==> src/rtl/dec_lut_pkg.sv <==
// rtl/dec_lut_pkg.sv - shared types, defaults and power-of-ten table for the BCD decoder
package dec_lut_pkg;

  typedef enum logic [1:0] {
    ST_IDLE = 2'd0,
    ST_RUN  = 2'd1,
    ST_DONE = 2'd2
  } state_t;

  localparam int DEF_NUM_DIGITS = 16;
  localparam int DEF_DPC        = 2;
  localparam int DEF_N_BITS     = 52;

  // Scale factors for one digit group; indexed by digits-per-cycle.
  localparam logic [13:0] POW10 [1:4] = '{14'd10, 14'd100, 14'd1000, 14'd10000};

endpackage

==> src/rtl/dec_lut_group.sv <==
// rtl/dec_lut_group.sv - converts DPC packed BCD digits to binary and flags nibbles above 9
module dec_lut_group
  import dec_lut_pkg::*;
#(
  parameter int DPC = DEF_DPC,
  localparam int GW = $clog2(POW10[DPC])
) (
  input  logic [4*DPC-1:0] digits,
  output logic [GW-1:0]    value,
  output logic             bad
);

  logic [GW-1:0] tmp;
  logic [3:0]    d;

  // Horner form, MSD first; valid groups never exceed 10^DPC-1 so GW bits suffice.
  always_comb begin
    tmp = '0;
    d   = '0;
    bad = 1'b0;
    for (int i = DPC - 1; i >= 0; i--) begin
      d   = digits[4*i +: 4];
      tmp = tmp * GW'(10) + GW'(d);
      if (d > 4'd9) bad = 1'b1;
    end
  end

  assign value = tmp;

endmodule

==> src/rtl/dec_lut_decoder_param.sv <==
// rtl/dec_lut_decoder_param.sv - iterative BCD-to-binary decoder, DPC digits per cycle
module dec_lut_decoder_param
  import dec_lut_pkg::*;
#(
  parameter int NUM_DIGITS = DEF_NUM_DIGITS,
  parameter int DPC        = DEF_DPC,
  parameter int N_BITS     = DEF_N_BITS,
  localparam int W_BITS    = 4 * NUM_DIGITS
) (
  input  logic              clk,
  input  logic              rst_n,
  input  logic              start,
  input  logic [W_BITS-1:0] W,
  output logic              busy,
  output logic              found,
  output logic [N_BITS-1:0] N,
  output logic              overflow,
  output logic              err_digit
);

  localparam int G  = NUM_DIGITS / DPC;
  localparam int CW = $clog2(G) + 1;
  localparam int GW = $clog2(POW10[DPC]);
  localparam int PW = N_BITS + 15;

  state_t            state;
  logic [W_BITS-1:0] w_reg;
  logic [CW-1:0]     cnt;
  logic [N_BITS:0]   acc;
  logic              ovf_acc;
  logic              err_acc;

  logic [GW-1:0]     gval;
  logic              gbad;
  logic [PW-1:0]     prod;
  logic              ovf_next;
  logic              err_next;

  dec_lut_group #(.DPC(DPC)) u_group (
    .digits (w_reg[W_BITS-1 -: 4*DPC]),
    .value  (gval),
    .bad    (gbad)
  );

  // Wide product so any bit at or above N_BITS is visible to the sticky overflow.
  assign prod     = PW'(acc) * PW'(POW10[DPC]) + PW'(gval);
  assign ovf_next = ovf_acc | (|prod[PW-1:N_BITS]);
  assign err_next = err_acc | gbad;

  always_ff @(posedge clk or negedge rst_n) begin
    if (!rst_n) begin
      state     <= ST_IDLE;
      busy      <= 1'b0;
      found     <= 1'b0;
      N         <= '0;
      overflow  <= 1'b0;
      err_digit <= 1'b0;
      acc       <= '0;
      ovf_acc   <= 1'b0;
      err_acc   <= 1'b0;
      w_reg     <= '0;
      cnt       <= '0;
    end else begin
      case (state)
        ST_IDLE, ST_DONE: begin
          if (start) begin
            state     <= ST_RUN;
            busy      <= 1'b1;
            found     <= 1'b0;
            N         <= '0;
            overflow  <= 1'b0;
            err_digit <= 1'b0;
            acc       <= '0;
            ovf_acc   <= 1'b0;
            err_acc   <= 1'b0;
            w_reg     <= W;
            cnt       <= '0;
          end
        end
        ST_RUN: begin
          acc     <= prod[N_BITS:0];
          ovf_acc <= ovf_next;
          err_acc <= err_next;
          w_reg   <= w_reg << (4 * DPC);
          cnt     <= cnt + CW'(1);
          if (cnt == CW'(G - 1)) begin
            state     <= ST_DONE;
            busy      <= 1'b0;
            found     <= 1'b1;
            err_digit <= err_next;
            overflow  <= ~err_next & ovf_next;
            N         <= err_next ? '0 : (ovf_next ? '1 : prod[N_BITS-1:0]);
          end
        end
        default: state <= ST_IDLE;
      endcase
    end
  end

endmodule

==> config.mk <==
export PLATFORM = sky130hd
export DESIGN_NAME = dec_lut_decoder_param
export DESIGN_NICKNAME = d
export VERILOG_FILES = /design/src/rtl/dec_lut_pkg.sv /design/src/rtl/dec_lut_group.sv /design/src/rtl/dec_lut_decoder_param.sv
export SDC_FILE = /design/constraint.sdc
export NUM_CORES = 1
export LEC_CHECK = 0
export BUFFER_PORTS_ARGS = -buffer_cell sky130_fd_sc_hd__clkbuf_2
export CORE_MARGIN = 3
export CORE_UTILIZATION = 30
export CTS_BUF_LIST = sky130_fd_sc_hd__clkbuf_16
export CTS_CLUSTER_SIZE = 14
export DETAILED_ROUTE_END_ITERATION = 12
export GPL_TIMING_DRIVEN = 1
export REMOVE_ABC_BUFFERS = 1
export SLEW_MARGIN = 20
export SYNTH_ARGS = -nofsm -noshare
export SYNTH_HDL_FRONTEND = slang
export SYNTH_SLANG_ARGS = --single-unit
export TNS_END_PERCENT = 1
==> constraint.sdc <==
create_clock -name clk -period 11.82 [get_ports clk]
set_input_delay 1.773 -clock clk [delete_from_list [all_inputs] [get_ports clk]]
set_output_delay 1.773 -clock clk [all_outputs]
set_load 0.01 [all_outputs]
==> impl_metrics.csv <==
group,metric,value,unit
setup_path,startpoint_type,"flip-flop",
timing,fin_tns_setup,0,ps
timing,max_freq,0.133,GHz
global_routing,grt_max_degree,119,
cells_and_area,design_area,0.0178,mm²
yosys,syn_area_per_cell,9.01,µm²
die,io-pin-count,123,
timing,relSlewSlack,34.0,%
cts,cts_tree,"done",
detailed_routing,wl,48900,µm
cts,post_cts_resized,0,
global_routing,grt_antenna_before_repair,0,
global_routing,grt_pass1_wl,77200,µm
cells_and_area,layoutNonFillerInstCount,2537,
die,coreArea,0.0520,mm²
timing,setup_slack,4330,ps
timing,fin_worst_skew,16.5,ps
cells_and_area,area_growth,11.6,%
place,io_buffers,122,
setup_path,worst-setup-path-type,"flip-flop to flip-flop",
cells_and_area,n_antenna_cell,0,
detailed_routing,avgViaCountPerCell,5.41,
die,fp.dieArea,0.0561,mm²
cts,cts_made_buffers,17,
yosys,ys_warn_count,0,
place,place_ws,4270,ps
cts,clock_path_buffers,2,
cts,clock-root-buffer,"clkbuf_16",
place,gp_congestion,0.910,
die,start_util,30.7,%
timing,period_share,63.4,%
yosys,synth_cell_types,79,
yosys,ys_seq_elements,181,
cells_and_area,drive_gt1_share,13.5,%
yosys,synth-seq-area-share,28.3,%
yosys,synth_edf_count,0,
cells_and_area,nFillCells,5315,
timing,fin_crit,7490,ps
setup_path,cp.arrival,7790,ps
yosys,asyncSetResetFlopFracSynth,100,%
cts,clock_latency,470,ps
cells_and_area,largest_reg_flops,64,
timing,hold_violations,0,
global_routing,grt_usage,17.2,%
status,outcome,"finished, final reports clean",
job,maxCapViolations,0,
place,hpwl,38700,µm
global_routing,first_global_vias,13600,
yosys,synth_area,0.0160,mm²
cts,cts_setup_buffers,0,
setup_path,cp_max_fo,35,
detailed_routing,drt_iter0_markers,976,
yosys,syn_inst,1774,
place,placed_area,0.0172,mm²
detailed_routing,avgRoutedWirePerCell,19.3,µm
detailed_routing,first_pass_iters,5,
timing,rsz0062_at_grt,"false",
setup_path,crit_path_end_kind,"flip-flop",
die,die_w,237,µm
cts,h-tree-depth,4,
timing,finalSetupViolCount,0,
setup_path,cp.required,12110,ps
die,die_h,237,µm
yosys,ys.flop_type,"dfrtp_1",
place,dp_cells,2505,
cts,path_clk_slew,70,ps
cts,holdBufCountCts,0,
timing,worstMarginPinSlew,990,ps
global_routing,overflow,0,
min_path,hold_class,"flip-flop to flip-flop",
timing,finalMaxSlewViolations,0,
detailed_routing,ant_nets,0,
cells_and_area,nNetsFinal,2137,
die,row_count,83,
detailed_routing,vias,13700,
detailed_routing,drc,0,
cts,clock_sinks,181,
[Yosys cell counts (all sizes together) (4+ instances only)]
library cell / n / area [µm²]
mux2i: 4 / 40.0
o21a: 10 / 75.1
dfrtp: 181 / 4530
a311o: 4 / 40.0
clkbuf: 68 / 256
o31a: 5 / 43.8
nor4: 18 / 134
nor2b: 9 / 56.3
o221ai: 5 / 43.8
and2: 12 / 75.1
xnor2: 59 / 517
or3: 12 / 80.1
buf: 18 / 146
o21ai: 61 / 309
a32oi: 51 / 822
nand3b: 4 / 30.0
o211ai: 9 / 81.3
xor2: 29 / 254
nand3: 28 / 140
nand2: 276 / 1040
o21bai: 8 / 60.1
nor3: 36 / 180
a22oi: 56 / 420
a31o: 5 / 52.6
a22o: 60 / 526
nand2b: 10 / 62.6
and3: 10 / 62.6
a21boi: 7 / 52.6
fa: 51 / 1020
inv: 126 / 473
a211oi: 11 / 82.6
ha: 175 / 2190
or4: 4 / 37.5
nand4: 40 / 265
nor2: 89 / 334
a31oi: 10 / 77.6
a21o: 28 / 210
a21oi: 132 / 661
and4: 7 / 61.3
or2: 5 / 31.3
[metal layers]
layer | track usage (%) | routed length [µm] | vias up
met5 | 0 | 0 | -
met4 | 4.62 | 904 | 0
met3 | 3.42 | 2800 | 51
met2 | 27.7 | 22700 | 338
met1 | 23.7 | 22500 | 6772
li1 | - | - | 6566
[cell usage in the layout, fill, tap and decap left out, types with 9 or more instances in the layout]
master / n
a211oi_1: 11
a21o_1: 28
a21oi_1: 131
a22o_1: 60
a22oi_1: 56
a31oi_1: 9
a32oi_2: 50
and2_1: 12
and3_1: 10
buf_4: 15
clkbuf_16: 17
clkbuf_2: 121
dfrtp_1: 181
fa_1: 51
ha_1: 175
inv_1: 126
nand2_1: 275
nand2b_1: 10
nand3_1: 28
nand4_1: 39
nor2_1: 87
nor3_1: 36
nor4_1: 16
o21a_1: 9
o21ai_0: 58
or3_1: 11
xnor2_1: 59
xor2_1: 29
[critical path, stage by stage, from the launching register on]
cell and delay (ps):
dfrtp_1 450, ha_1 330, ha_1 280, inv_1 50, fa_1 500, inv_1 40, ha_1 340, nor2b_1 190
o31ai_1 560, a21boi_0 320, o2111ai_1 530, a21bo_2 220, nand3_1 180, nor4_1 790, nand2_1 250, nor4_4 370
nand4_1 170, nor3_1 340, o21a_2 530, buf_4 600, a32oi_2 210
[worst paths after layout]
path                                  startpoint                    end  slack, ps  cells past startpoint
setup / recovery              acc[2]$_DFFE_PN0P_      N[24]$_DFFE_PN0P_       4330                     20
hold / removal             w_reg[11]$_DFFE_PN0P_  w_reg[11]$_DFFE_PN0P_        480                      2
setup reg to reg              acc[2]$_DFFE_PN0P_      N[24]$_DFFE_PN0P_       4330                     20
hold reg to reg            w_reg[11]$_DFFE_PN0P_  w_reg[11]$_DFFE_PN0P_        480                      2
max in group asynchronous                  rst_n      N[22]$_DFFE_PN0P_       8910                      2
min in group asynchronous                  rst_n     cnt[3]$_DFFE_PN0P_       1470                      1
[cell families (layout without fill, tap and decap cells)]
family                     count (synthesis)  count (layout)  share of synthesized area (%)
and+or+nand+nor                          570             570                           16.8
AOI/OAI and AO/OA                        492             492                           24.2
adders and majority gates                226             226                           20.1
buffers and inverters                    212             295                           5.48
DFF                                      181             181                           28.3
xor gates and xnor gates                  88              88                           4.82
muxes                                      5               5                          0.321
[stage by stage]
stage	hold WS, ps	util (%)
floorplan	446	-
global placement	458	33.1
detailed placement	463	33.1
CTS	481	34.3
global route	498	34.3
finish	479	34.3
[cell type report]
type                            instances  area [µm²]  share of cell area (%)
Sequential cell                       181        4530                    25.4
Tap cell                              680         851                    4.77
Inverter                              126         473                    2.65
Multi-Input combinational cell       1381       10600                    59.5
Clock buffer                           17         425                    2.38
Timing Repair Buffer                  137         732                    4.10
Clock inverter                         15         205                    1.15
Power is not shown: default switching activity piles up to over one toggle a cycle in this logic, so the estimate is an artifact.
